File: config.mk
export PLATFORM = sky130hd
export DESIGN_NAME = vregfile_rdseq
export DESIGN_NICKNAME = d
export VERILOG_FILES = /design/src/rtl/vregfile_pkg.sv /design/src/rtl/vregfile_rdseq_skid.sv /design/src/rtl/vregfile_rdseq.sv
export SDC_FILE = /design/constraint.sdc
export NUM_CORES = 1
export LEC_CHECK = 0
export CAP_MARGIN = 20
export CORE_MARGIN = 2
export CORE_UTILIZATION = 46
export CTS_CLUSTER_SIZE = 16
export DETAILED_ROUTE_END_ITERATION = 16
export PLACE_DENSITY_LB_ADDON = 0.3
export SYNTH_ARGS = -nofsm -noshare
export SYNTH_HDL_FRONTEND = slang
export SYNTH_SLANG_ARGS = --single-unit
File: constraint.sdc
create_clock -name clk -period 2.95 [get_ports clk]
set_input_delay 0.885 -clock clk [delete_from_list [all_inputs] [get_ports clk]]
set_output_delay 0.885 -clock clk [all_outputs]
set_load 0.005 [all_outputs]
File: src/rtl/vregfile_pkg.sv
// Shared definitions for the vector register file read sequencer.
// Holds the sequencer state encoding, skid buffer depth and length clamp helper.
// Imported by vregfile_rdseq and vregfile_rdseq_skid.
package vregfile_pkg;

    typedef enum logic [1:0] {
        ST_IDLE  = 2'd0,
        ST_ISSUE = 2'd1,
        ST_DRAIN = 2'd2
    } rdseq_state_e;

    // Two entries cover the single in-flight RAM read plus one held element.
    localparam int SKID_DEPTH = 2;

    // Commands longer than the register file read each register at most once.
    function automatic int unsigned clamp_len(input int unsigned len, input int unsigned numregs);
        return (len > numregs) ? numregs : len;
    endfunction

endpackage

File: src/rtl/vregfile_rdseq_skid.sv
// Small FIFO of {last,data} that catches register file read data.
// Latency: written at the clock edge, visible on out_* the following cycle.
// Backpressure: head held stable while out_ready is low; push when full is dropped (caller must use credit).
module vregfile_rdseq_skid
    import vregfile_pkg::*;
#(
    parameter int WIDTH = 32,
    parameter int DEPTH = SKID_DEPTH,
    localparam int PW   = (DEPTH > 1) ? $clog2(DEPTH) : 1,
    localparam int CW   = $clog2(DEPTH + 1)
) (
    input  logic             clk,
    input  logic             rst,
    input  logic             push,
    input  logic [WIDTH-1:0] push_data,
    input  logic             push_last,
    input  logic             pop,
    output logic             out_valid,
    output logic [WIDTH-1:0] out_data,
    output logic             out_last,
    output logic [CW-1:0]    count
);

    logic [WIDTH:0]  mem_q [DEPTH];
    logic [WIDTH:0]  mem_d [DEPTH];
    logic [PW-1:0]   wr_ptr_q, wr_ptr_d;
    logic [PW-1:0]   rd_ptr_q, rd_ptr_d;
    logic [CW-1:0]   count_q, count_d;
    logic            push_ok;
    logic            pop_ok;

    // Pointer and occupancy update; simultaneous push/pop keeps count unchanged.
    always_comb begin
        mem_d    = mem_q;
        wr_ptr_d = wr_ptr_q;
        rd_ptr_d = rd_ptr_q;
        count_d  = count_q;
        pop_ok   = pop && (count_q != '0);
        push_ok  = push && ((count_q != CW'(DEPTH)) || pop_ok);
        if (push_ok) begin
            mem_d[wr_ptr_q] = {push_last, push_data};
            wr_ptr_d        = (wr_ptr_q == PW'(DEPTH - 1)) ? '0 : wr_ptr_q + 1'b1;
        end
        if (pop_ok) begin
            rd_ptr_d = (rd_ptr_q == PW'(DEPTH - 1)) ? '0 : rd_ptr_q + 1'b1;
        end
        if (push_ok && !pop_ok) begin
            count_d = count_q + 1'b1;
        end else if (!push_ok && pop_ok) begin
            count_d = count_q - 1'b1;
        end
    end

    // Storage and pointers; reset empties the buffer and zeroes the head.
    always_ff @(posedge clk or posedge rst) begin
        if (rst) begin
            for (int i = 0; i < DEPTH; i++) begin
                mem_q[i] <= '0;
            end
            wr_ptr_q <= '0;
            rd_ptr_q <= '0;
            count_q  <= '0;
        end else begin
            for (int i = 0; i < DEPTH; i++) begin
                mem_q[i] <= mem_d[i];
            end
            wr_ptr_q <= wr_ptr_d;
            rd_ptr_q <= rd_ptr_d;
            count_q  <= count_d;
        end
    end

    assign out_valid = (count_q != '0);
    assign out_data  = mem_q[rd_ptr_q][WIDTH-1:0];
    assign out_last  = out_valid & mem_q[rd_ptr_q][WIDTH];
    assign count     = count_q;

endmodule

File: src/rtl/vregfile_rdseq.sv
// Read-side sequencer: turns one (base,len[,stride]) command into register file reads and an element stream.
// Latency: accept at T, first a_en at T+1, first out_valid at T+3; 1 element/cycle with out_ready high.
// Backpressure: out_ready low stalls a_en via credit (FIFO occupancy + in-flight read < 2). Optional VREGFILE_RDSEQ_STRIDE_EN adds start_stride.
module vregfile_rdseq
    import vregfile_pkg::*;
#(
    parameter int WIDTH       = 32,
    parameter int NUMREGS     = 16,
    parameter int LOG2NUMREGS = 4
) (
    input  logic                   clk,
    input  logic                   reset,
    input  logic                   start,
    input  logic [LOG2NUMREGS-1:0] start_base,
    input  logic [LOG2NUMREGS:0]   start_len,
`ifdef VREGFILE_RDSEQ_STRIDE_EN
    input  logic [LOG2NUMREGS-1:0] start_stride,
`endif
    output logic                   busy,
    output logic                   done,
    output logic [LOG2NUMREGS-1:0] a_reg,
    output logic                   a_en,
    input  logic [WIDTH-1:0]       a_readdataout,
    output logic [WIDTH-1:0]       out_data,
    output logic                   out_valid,
    input  logic                   out_ready,
    output logic                   out_last
);

    localparam int CW = $clog2(SKID_DEPTH + 1);

    rdseq_state_e           state_q, state_d;
    logic [LOG2NUMREGS-1:0] addr_q, addr_d;
    logic [LOG2NUMREGS:0]   rem_q, rem_d;
    logic [LOG2NUMREGS-1:0] stride_q, stride_d;
    logic                   inflight_q, inflight_d;
    logic                   inflight_last_q, inflight_last_d;
    logic                   done_q, done_d;

    logic [CW-1:0]          fifo_cnt;
    logic                   pop;
    logic                   credit_ok;
    logic                   issue;
    logic [LOG2NUMREGS:0]   len_c;

    // Command acceptance, per-element issue and completion detection.
    always_comb begin
        state_d         = state_q;
        addr_d          = addr_q;
        rem_d           = rem_q;
        stride_d        = stride_q;
        done_d          = 1'b0;
        pop             = out_valid & out_ready;
        len_c           = (LOG2NUMREGS + 1)'(clamp_len(32'(start_len), int'(NUMREGS)));
        // A read issued now lands in the FIFO one edge after next; reserve room for it.
        credit_ok       = (3'(fifo_cnt) + 3'(inflight_q)) < (3'd2 + 3'(pop));
        issue           = (state_q == ST_ISSUE) && credit_ok;
        inflight_d      = issue;
        inflight_last_d = issue && (rem_q == (LOG2NUMREGS + 1)'(1));
        unique case (state_q)
            ST_IDLE: begin
                if (start) begin
                    if (len_c == '0) begin
                        done_d = 1'b1;
                    end else begin
                        state_d = ST_ISSUE;
                        addr_d  = start_base;
                        rem_d   = len_c;
`ifdef VREGFILE_RDSEQ_STRIDE_EN
                        stride_d = start_stride;
`else
                        stride_d = LOG2NUMREGS'(1);
`endif
                    end
                end
            end
            ST_ISSUE: begin
                if (issue) begin
                    addr_d = addr_q + stride_q;
                    rem_d  = rem_q - 1'b1;
                    if (rem_q == (LOG2NUMREGS + 1)'(1)) begin
                        state_d = ST_DRAIN;
                    end
                end
            end
            ST_DRAIN: begin
                if (pop && out_last) begin
                    state_d = ST_IDLE;
                    done_d  = 1'b1;
                end
            end
            default: state_d = ST_IDLE;
        endcase
    end

    // Sequencer state; reset abandons any command and in-flight read.
    always_ff @(posedge clk or posedge reset) begin
        if (reset) begin
            state_q         <= ST_IDLE;
            addr_q          <= '0;
            rem_q           <= '0;
            stride_q        <= '0;
            inflight_q      <= 1'b0;
            inflight_last_q <= 1'b0;
            done_q          <= 1'b0;
        end else begin
            state_q         <= state_d;
            addr_q          <= addr_d;
            rem_q           <= rem_d;
            stride_q        <= stride_d;
            inflight_q      <= inflight_d;
            inflight_last_q <= inflight_last_d;
            done_q          <= done_d;
        end
    end

    vregfile_rdseq_skid #(
        .WIDTH (WIDTH),
        .DEPTH (SKID_DEPTH)
    ) u_skid (
        .clk       (clk),
        .rst       (reset),
        .push      (inflight_q),
        .push_data (a_readdataout),
        .push_last (inflight_last_q),
        .pop       (pop),
        .out_valid (out_valid),
        .out_data  (out_data),
        .out_last  (out_last),
        .count     (fifo_cnt)
    );

    assign busy  = (state_q != ST_IDLE);
    assign done  = done_q;
    assign a_reg = addr_q;
    assign a_en  = issue;

endmodule

== Yosys cells after proc, flatten, opt, wreduce, memory -nomap -nowiden ==
Cells that the tools add are included.
Widths: inputs -> output; s select.

* Bitwise logic cells: 5
* Muxes and demuxes: 29
* Reduce and logical (&&, ||, !) cells: 20
* Order comparisons: 5
* Equal/unequal tests: 9
* $add $sub $neg: 8

{| class="wikitable"
|+ Operators with widths
! operator !! number
|-
| $mux 33 || 4
|-
| $bwmux 66 || 1
|-
| $demux 33 s1 || 1
|-
| $mux 5 || 4
|-
| $mux 2 || 7
|-
| $mux 4 || 3
|-
| $ne 2x2->1 const B || 5
|-
| $pmux 5 s2 || 1
|-
| $logic_and 1x1->1 || 8
|-
| $pmux 4 s2 || 1
|-
| $reduce_bool 2->1 || 4
|-
| $pmux 2 s3 || 1
|-
| $eq 5x1->1 const B || 1
|-
| $gt 5x5->1 const B || 1
|-
| $logic_not 5->1 || 1
|-
| $mux 1 || 5
|-
| $reduce_and 5->1 || 1
|-
| $sub 5x1->5 const B || 1
|-
| $add 4x1->4 || 1
|-
| $ge 2x2->1 const B || 2
|-
| $not 1->2 || 2
|-
| $reduce_and 4->1 || 1
|-
| $add 2x1->3 || 1
|-
| $add 2x1->3 const A || 1
|-
| 15 further kinds || 18
|}

* Word-level logic and storage cells: 88
* Input port bits: 45
* Output and inout bits: 41
* Register bits after elaboration: 85

== Logic depth before layout (Yosys ltp) ==
* Depth after elaboration: 9
* Gate-level depth with buffers: 7
* Depth with buffers taken out: 6

== Cells and area by module ==
From an unflattened synthesis, not the netlist that was laid out.

* Cell total of the unflattened synthesis: 287
* Area, all modules: 4,005.1 um2

{| class="wikitable"
|+ Modules (own cells, without submodules)
! module !! cells an instance !! seq. area each (um2) !! area each (um2) !! times used
|-
| vregfile_rdseq_skid || 196 || 1,751.7 || 3,089.2 || 1
|-
| vregfile_rdseq || 91 || 375.4 || 915.9 || 1
|}

== Worst setup path after synthesis ==
No wires, ideal clock.

* Path type: reg2out
* Start point: register u_skid.count_q[0] (netlist: u_skid.count[0])
* End point: output port a_en
* Slack: 0.384 ns
* Cell stages (with the launch flop): 6
* Path buffers: 0
* Arrival: 1.681 ns
* Data required time: 2.065 ns
* Cell sequence: dfrtp_1 ha_1 ha_1 or3b_2 o21a_1 nor2_1

* Word-level cells in the longest chain between the ends: 5
* Elaborated cells between the ends (all ways): 6
* Classes of those cells: add/sub (2); order compare (1); bitwise (1); reduce/logical (2)

{| class="wikitable"
|+ Ends and longest elaborated chain
! what !! line !! RTL
|-
| start: declaration || vregfile_rdseq_skid.sv:28 || <nowiki>logic [CW-1:0] count_q, count_d;</nowiki>
|-
| start signal: assignment || vregfile_rdseq_skid.sv:69 || <nowiki>count_q <= count_d;</nowiki>
|-
| $reduce_bool 2->1 || vregfile_rdseq_skid.sv:73 || <nowiki>assign out_valid = (count_q != '0);</nowiki>
|-
| $and 1x1->1 || vregfile_rdseq.sv:53 || <nowiki>pop = out_valid & out_ready;</nowiki>
|-
| $add 2x1->3 || vregfile_rdseq.sv:56 || <nowiki>credit_ok = (3'(fifo_cnt) + 3'(inflight_q)) < (3'd2 + 3'(pop));</nowiki>
|-
| $lt 3x3->1 (*) || vregfile_rdseq.sv:56 ||
|-
| $logic_and 1x1->1 (*) || vregfile_rdseq.sv:57 || <nowiki>issue = (state_q == ST_ISSUE) && credit_ok;</nowiki>
|-
| end: declaration || vregfile_rdseq.sv:22 || <nowiki>output logic a_en,</nowiki>
|}

Mark *: on every way between the ends. The rest lies on a longest branch, timed or not.

== Final worst setup path ==
Same ends and word-level chain as after synthesis.

==> run metrics <==
P_leak 0.00223 µW; Routed WL 7.96 mm; Die Wd 96.8 µm; fraction of registers with async set or reset after synthesis 100%; Power Total 6060 µW; leading register cell type out of synthesis dfrtp_1; status finished clean; CP Data Arrival Time 1.95 ns; I/O pins 86; Final setup viols 0; # rows 33; HPWL reported at the end of detailed placement 5.49 mm; CP Max Fanout 2; slew margin rel. 44.7%; mean post-synth cell area 13.4 µm²; Hold Slack 0.488 ns; YS warnings 0; R2R cell count 7; VDD IR max 0.585 mV; Seq/Total Area, Yosys 53.7%; GP Congestion 0.829; CTS tree yes; largest net degree at the start of global routing 86; Area contributors post-synth dfrtp_1, mux2_1, mux2_2; max reg flops 66; largest area contributor in the netlist dfrtp_1; I/O Buffers 85; Final #Nets 446; area grow syn2layout 31.8%; Min-Delay Path Depth 1; Max Cap Viol 0; grt ovf 0; Final ANT Viol Nets 0; final antenna diode count 0; Slew Limit Fails 0; share of layout cells above drive strength 1 22.6%; worst slew pin tran 0.828 ns; Tot GR Track Use 17.9%; H-tree levels 3; worst skew pair latency 0.35 ns; Syn Nets 348; min-delay src stride_q[0]$_DFFE_PP0P_; initial antenna violation count 0; hold buffer count at CTS 0; vias 2,674; Final Critical Period 2.84 ns; PD cells 1160 nW/µm²; TritonCTS buffer count 9; clock slew at reported path FFs 0.10 ns; root buffer cell clkbuf_8; # clock sinks 85; critical path type reg -> out; DRC 0; Post-synth EDFFs 0; Worst Setup Start Kind register; Hold EP stride_q[0]$_DFFE_PP0P_; area of the die 9370 µm²; vias in the first global route 2,873; Pre-Repair DR Iteration Count 4; Data required, critical path 2.07 ns; fmax 352 MHz; R2R Path Start u_skid.count[0]$_DFFE_PP0P_; Syn Inst Count 296; Mapped Area 3960 µm²; #FFs+latches synth 85; Yosys cell types 41; starting density of the core 47.7%; DRT iter0 DRCs 72; crit end category output pin; Hold Crit Class reg -> reg; Core Area 8300 µm²; clock skew 0.0134 ns; Die H 96.8 µm; worst reg-to-reg setup slack 0.74 ns; Clock Path Buffers 2; routed len/inst 15.8 µm; Synth top area share 53.7%; final period utilization 96.2%; first-pass GRT wire length 13.8 mm; RSZ-0062 raised after global routing no; R2R Path End a_reg[0]$_DFFE_PP0P_; Vias/cell 5.31; Fin. Hold Viols 0
how the worst max path moves through the flow:
stage | startpoint | end | slack (ns) | depth (start not counted)
finish | u_skid.count[0]$_DFFE_PP0P_ | a_en | 0.11 | 6
global route | inflight_q$_DFF_PP0_ | a_en | 0.003 | 6
CTS | inflight_q$_DFF_PP0_ | a_en | 0.05 | 6
detailed placement | out_ready | a_en | -0.21 | 5
global placement | out_ready | a_en | -0.20 | 5
floorplan | u_skid.count[0]$_DFFE_PP0P_ | a_en | 0.38 | 5
worst max-delay path: stages, from the launching register on:
cell,delay [ns]
dfrtp_1,0.40
ha_2,0.18
ha_1,0.28
or3b_4,0.40
o21a_1,0.12
nor2_1,0.10
buf_2,0.13
logic make-up after synthesis:
logic type | after synthesis | synth area share (%)
multiplexers | 101 | 28.9
adder cells (fa/ha/maj) | 7 | 2.21
XOR/XNOR | 5 | 1.11
flip-flops | 85 | 53.7
AND/OR/NAND/NOR | 42 | 5.34
AO/OA/AOI/OAI | 34 | 5.88
buffers and inverters | 22 | 2.91
report_power, final:
| group | total [µW] | switching [µW] | internal, µW |
|---|---|---|---|
| sequential | 2050 | 304 | 1750 |
| combinational | 3270 | 1230 | 2040 |
| clock | 740 | 431 | 309 |
| total | 6060 | 1970 | 4090 |
layer usage:
layer | share of wire [%] | up-vias | track usage [%]
li1 | - | 1252 | -
met1 | 46 | 1328 | 24.1
met2 | 49 | 83 | 29.8
met3 | 3.4 | 11 | 2.96
met4 | 1.4 | 0 | 5.85
met5 | 0 | - | 0
timing repair:
action / in CTS / in global routing
pin swaps: 1 / 1
gates cloned: 0 / 0
gates resized for setup: 5 / 1
setup endpoints to repair: 1 / 1
hold endpoints to repair: 0 / 0
setup buffers: 1 / 1
layout by cell type, fill, tap and decap left out, drive strengths merged, types with 2 or more instances in the layout:
cell type,count
xor2,3
xnor2,2
clkinvlp,3
nand2,11
nor2,10
nand2b,4
a31oi,7
dfrtp,85
clkbuf,9
buf,19
nand3,4
o21ai,4
clkinv,4
or3b,2
nor3,3
a21o,2
ha,7
nor2b,2
inv,6
clkdlybuf4s50,84
a21oi,13
mux2,100
synthesized netlist by cell type (all sizes together), types with 2 or more instances:
cell type,count
xor2,3
nor2b,2
buf,13
o21ai,4
or3b,2
mux2,100
nand3,4
nand2,11
a21o,2
nor3,3
nor2,10
a21oi,13
inv,6
clkbuf,3
xnor2,2
a31oi,7
ha,7
dfrtp,85
nand2b,4
final cells by class:
cell class,count,area [µm²]
Timing Repair Buffer,103,1030
Tap cell,105,131
Clock inverter,7,51.3
Fill cell,658,3080
Inverter,6,26.3
Clock buffer,9,124
Sequential cell,85,2130
Multi-Input combinational cell,189,1730
stage by stage:
step / TNS, ns / utilization, % / setup slack (ns) / cell area [µm²] / cells
after detailed placement: -0.209 / 60.6 / -0.209 / 5030 / 486
after CTS: 0 / 62.8 / 0.0517 / 5210 / 503
final: 0 / 62.9 / 0.111 / 5220 / 504
after floorplan: 0 / - / 0.384 / 3970 / 296
after global routing: 0 / 62.9 / 0.00323 / 5220 / 504
after global placement: -0.204 / 60.6 / -0.204 / 5030 / 486
Power figures use the tool's default switching activity.
==> edit 1, RTL diff (config.mk and constraints unchanged) <==
`SKID_DEPTH`: 2 -> 8.
--- a/src/rtl/vregfile_pkg.sv
+++ b/src/rtl/vregfile_pkg.sv
@@ -10,7 +10,7 @@
     } rdseq_state_e;
 
     // Two entries cover the single in-flight RAM read plus one held element.
-    localparam int SKID_DEPTH = 2;
+    localparam int SKID_DEPTH = 8;
 
     // Commands longer than the register file read each register at most once.
     function automatic int unsigned clamp_len(input int unsigned len, input int unsigned numregs);
Check against the original RTL: not equivalent (a bounded check fails within 10 cycles, from zero or initial values and one cycle with reset high).
==> edit 1 against the unedited design <==
The flow now finishes with violations (setup timing). Clock skew shrank 0.0019 ns. Synthesized cell count grew to 2.8 times the old value. Power grew to 3.3 times the old value. Hold slack lost 0.0059 ns. First-iteration DRC count grew to 5.9 times the old value. Combinational power increased to 3.0 times the old value. Setup slack got worse by 0.33 ns. Synthesized area rose to 3.4 times the old value. Via count grew to 3.0 times the old value. Sequential cell count grew 204. Routed wire length grew to 3.6 times the old value. Non-clock buffer count is 107 higher. Final cell count rose to 2.9 times the old value. Cell area rose to 3.3 times the old value. Critical endpoint is now out_data[30]. Highest routed layer unchanged.
==> edit 1: results (changes against the unedited design) <==
| Metric | Value |
|---|---|
| Met3 demand-to-capacity share in global routing | `0.0289 (-0.000753)` |
| Detailed-route wire length on metal 1 | `13500 um (+270%)` |
| Maximum number of pins on one net before global-route repair | `90 (+4.7%)` |
| Minimum hold slack | `0.482 ns (-0.00586 ns)` |
| Number of setup violations in the final report | `33 (+33)` |
| Final Net Count | `1096 (+150%)` |
| LEAKAGE | `0.00766 uW (+240%)` |
| Fraction of final layout cells sized beyond drive strength 1 | `0.563 (+0.338)` |
| Mux share of post-synthesis cell area | `0.365 (+0.0761)` |
| Detailed placement HPWL | `17700 um (+220%)` |
| Sequential element share of the synthesized area | `0.541 (+0.00359)` |
| Failing checks | `setup timing` |
| Post-synthesis share of cell area spent on full adders, half adders and majority gates | `0.0137 (-0.00846)` |
| Register clock-pin slew on the reported worst setup and hold paths | `0.06 ns (-0.04 ns)` |
| Initial DRC count | `424 (+490%)` |
| Vias per Instance | `5.47 (+3.2%)` |
| Rel. slew slack | `0.601 (+0.153)` |
| Grt met1 use | `0.283 (+0.0422)` |
| Total length of routed met2 wires | `14100 um (+260%)` |
| Worst setup slack after layout | `-0.220 ns (-0.331 ns)` |
| Routed wirelength normalized by instance count | `20.0 um (+27%)` |
| Avg Cell Area, Syn | `15.9 um^2 (+19%)` |
| Gates resized, CTS repair | `246 (+241)` |
| Result of the run | `finished with violations` |
| Reg-to-reg setup timing slack | `0.43 ns (-0.31 ns)` |
edit 1: area by class of cell:
class / count / area (um^2)
Fill cell: 2182 / 11400
Sequential cell: 289 / 7240
Timing Repair Buffer: 210 / 2430
Clock inverter: 7 / 121
Inverter: 9 / 47.5
Clock buffer: 45 / 868
Antenna cell: 3 / 7.51
Multi-Input combinational cell: 496 / 6060
Tap cell: 384 / 480
edit 1: path summary, 6_finish.rpt:
check,start,endpoint
max,u_skid.rd_ptr_q[0],out_data[30]
min,stride_q[0],stride_q[0]
max reg2reg,u_skid.count[0],u_skid.count[3]
min reg2reg,stride_q[0],stride_q[0]
max in group asynchronous,reset,u_skid.mem_q[216]
min in group asynchronous,reset,u_skid.mem_q[261]
edit 1: power breakdown:
| part | switching [uW] | internal, uW |
|---|---|---|
| Clock | 1520 | 2290 |
| Combinational | 3340 | 6340 |
| Sequential | 975 | 5720 |
| Total | 5830 | 14300 |
==> edit 2, RTL diff (config.mk and constraints unchanged) <==
Without the edit above. Reset style: synchronous (`reset` and `rst`), changed in 2 clocked blocks.
--- a/src/rtl/vregfile_rdseq_skid.sv
+++ b/src/rtl/vregfile_rdseq_skid.sv
@@ -52,7 +52,7 @@
     end
 
     // Storage and pointers; reset empties the buffer and zeroes the head.
-    always_ff @(posedge clk or posedge rst) begin
+    always_ff @(posedge clk) begin
         if (rst) begin
             for (int i = 0; i < DEPTH; i++) begin
                 mem_q[i] <= '0;
--- a/src/rtl/vregfile_rdseq.sv
+++ b/src/rtl/vregfile_rdseq.sv
@@ -94,7 +94,7 @@
     end
 
     // Sequencer state; reset abandons any command and in-flight read.
-    always_ff @(posedge clk or posedge reset) begin
+    always_ff @(posedge clk) begin
         if (reset) begin
             state_q         <= ST_IDLE;
             addr_q          <= '0;
Check against the original RTL: differs if reset is asserted again (counterexample within 4 cycles, from zero or initial values and one cycle with reset high); with reset held inactive, the same outputs for 4 cycles.
==> edit 2 against the unedited design <==
Routed wire length up 15%. Via count grew 26%. Setup slack worse by 0.0040 ns. Cell area is 5.5% lower. Global-route usage rose by 3.4 points. Synthesized area fell by 5.9%. Sequential cell count stayed put. Critical path depth stayed put. Register-to-register slack improved by 0.28 ns. Largest cell class is now multi-input gates.
Power is not compared: it rests on default switching activity, and its combinational part moved more than twofold at a synthesized area within 25%.
==> edit 2: results (changes against the unedited design) <==
| Metric | Value |
|---|---|
| Total Routing Usage GR | `0.213 (+0.0339)` |
| Mux share of post-synthesis cell area | `0.102 (-0.186)` |
| Number of global-route vias before repair | `3299 (+15%)` |
| Total of fill cells in the finished design | `678 (+3.0%)` |
| Sequential element share of the synthesized area | `0.457 (-0.0804)` |
| Share of flip-flops with an asynchronous set or reset | `0 (-1.00)` |
| Register clock-pin slew on the reported worst setup and hold paths | `0.08 ns (-0.02 ns)` |
| Global-route wire length before repair | `15100 um (+9.5%)` |
| Top cell types by occurrence after synthesis | `142 x sky130_fd_sc_hd__nand2_1, 85 x sky130_fd_sc_hd__dfxtp_1, 77 x sky130_fd_sc_hd__a21oi_1` |
| Stage delay of the slowest cell on the critical path | `0.32 ns (-0.08 ns)` |
| Detailed placement HPWL | `6030 um (+9.8%)` |
| Detailed-route wire length on metal 1 | `4180 um (+14%)` |
| Vias per Instance | `5.21 (-1.7%)` |
| Routed wirelength normalized by instance count | `14.2 um (-10%)` |
| Maximum number of pins on one net before global-route repair | `43 (-50%)` |
| Non-filler instance count after layout | `644 (+28%)` |
| Clock buffers and inverters, area share | `0.0436 (+0.0101)` |
| Number of placed cells counting well taps | `628 (+29%)` |
| Met2 usage | `0.359 (+0.0614)` |
| Proportion of final cell area spent on non-clock buffers | `0.200 (+0.00284)` |
| Initial DRC count | `123 (+71%)` |
| Layout clock buffer count | `11 (+2)` |
| Met3 demand-to-capacity share in global routing | `0.0538 (+0.0241)` |
| Final core area utilization | `0.632 (+0.00293)` |
| Setup Slack @ Placement | `-0.435 ns (-0.226 ns)` |
| FFs & Latches | `85 (unchanged)` |
| Fraction of final layout cells sized beyond drive strength 1 | `0.137 (-0.0890)` |
| Cell type of the slowest stage on the worst timing path | `sky130_fd_sc_hd__or3_1` |
| Sequential fraction of total cell area | `0.345 (-0.0625)` |
| Largest cells by area after synthesis | `sky130_fd_sc_hd__dfxtp_1 46%, sky130_fd_sc_hd__nand2_1 14%, sky130_fd_sc_hd__a21oi_1 10%` |
| Routed wl met3 | `546 um (+100%)` |
| Clock tree skew after final layout | `0.00966 ns (-0.00372 ns)` |
| Net count after synthesis | `507 (+46%)` |
| Result of the run | `finished, final reports clean` |
| Number of distinct library cells after synthesis | `37 (-9.8%)` |
| Multi-input gates | `330 (+75%)` |
| Inverter count of the layout excluding clock inverters | `10 (+4)` |
| Synthesized instance count | `455 (+54%)` |
-- edit 2: changes by cell type in the layout (fill, tap and decap cells not counted), moves of 3 or more --
cell and change:
sky130_fd_sc_hd__a21oi_1 +64, sky130_fd_sc_hd__a31oi_1 -6, sky130_fd_sc_hd__dfrtp_1 -85, sky130_fd_sc_hd__dfxtp_1 +85, sky130_fd_sc_hd__inv_1 +4, sky130_fd_sc_hd__mux2_1 -54, sky130_fd_sc_hd__mux2_2 -11, sky130_fd_sc_hd__nand2_1 +131
sky130_fd_sc_hd__nor3_1 +4, sky130_fd_sc_hd__nor3b_1 +3, sky130_fd_sc_hd__o21ai_0 +7
-- edit 2: final timing paths --
kind	start	to	slack, ns	cells past startpoint
setup reg to reg	u_skid.count[1]	u_skid.count[1]	1.02	6
hold reg to reg	u_skid.mem_q[26]	u_skid.mem_q[26]	0.45	2
hold / removal	u_skid.mem_q[26]	u_skid.mem_q[26]	0.45	2
setup / recovery	out_ready	a_en	0.11	6
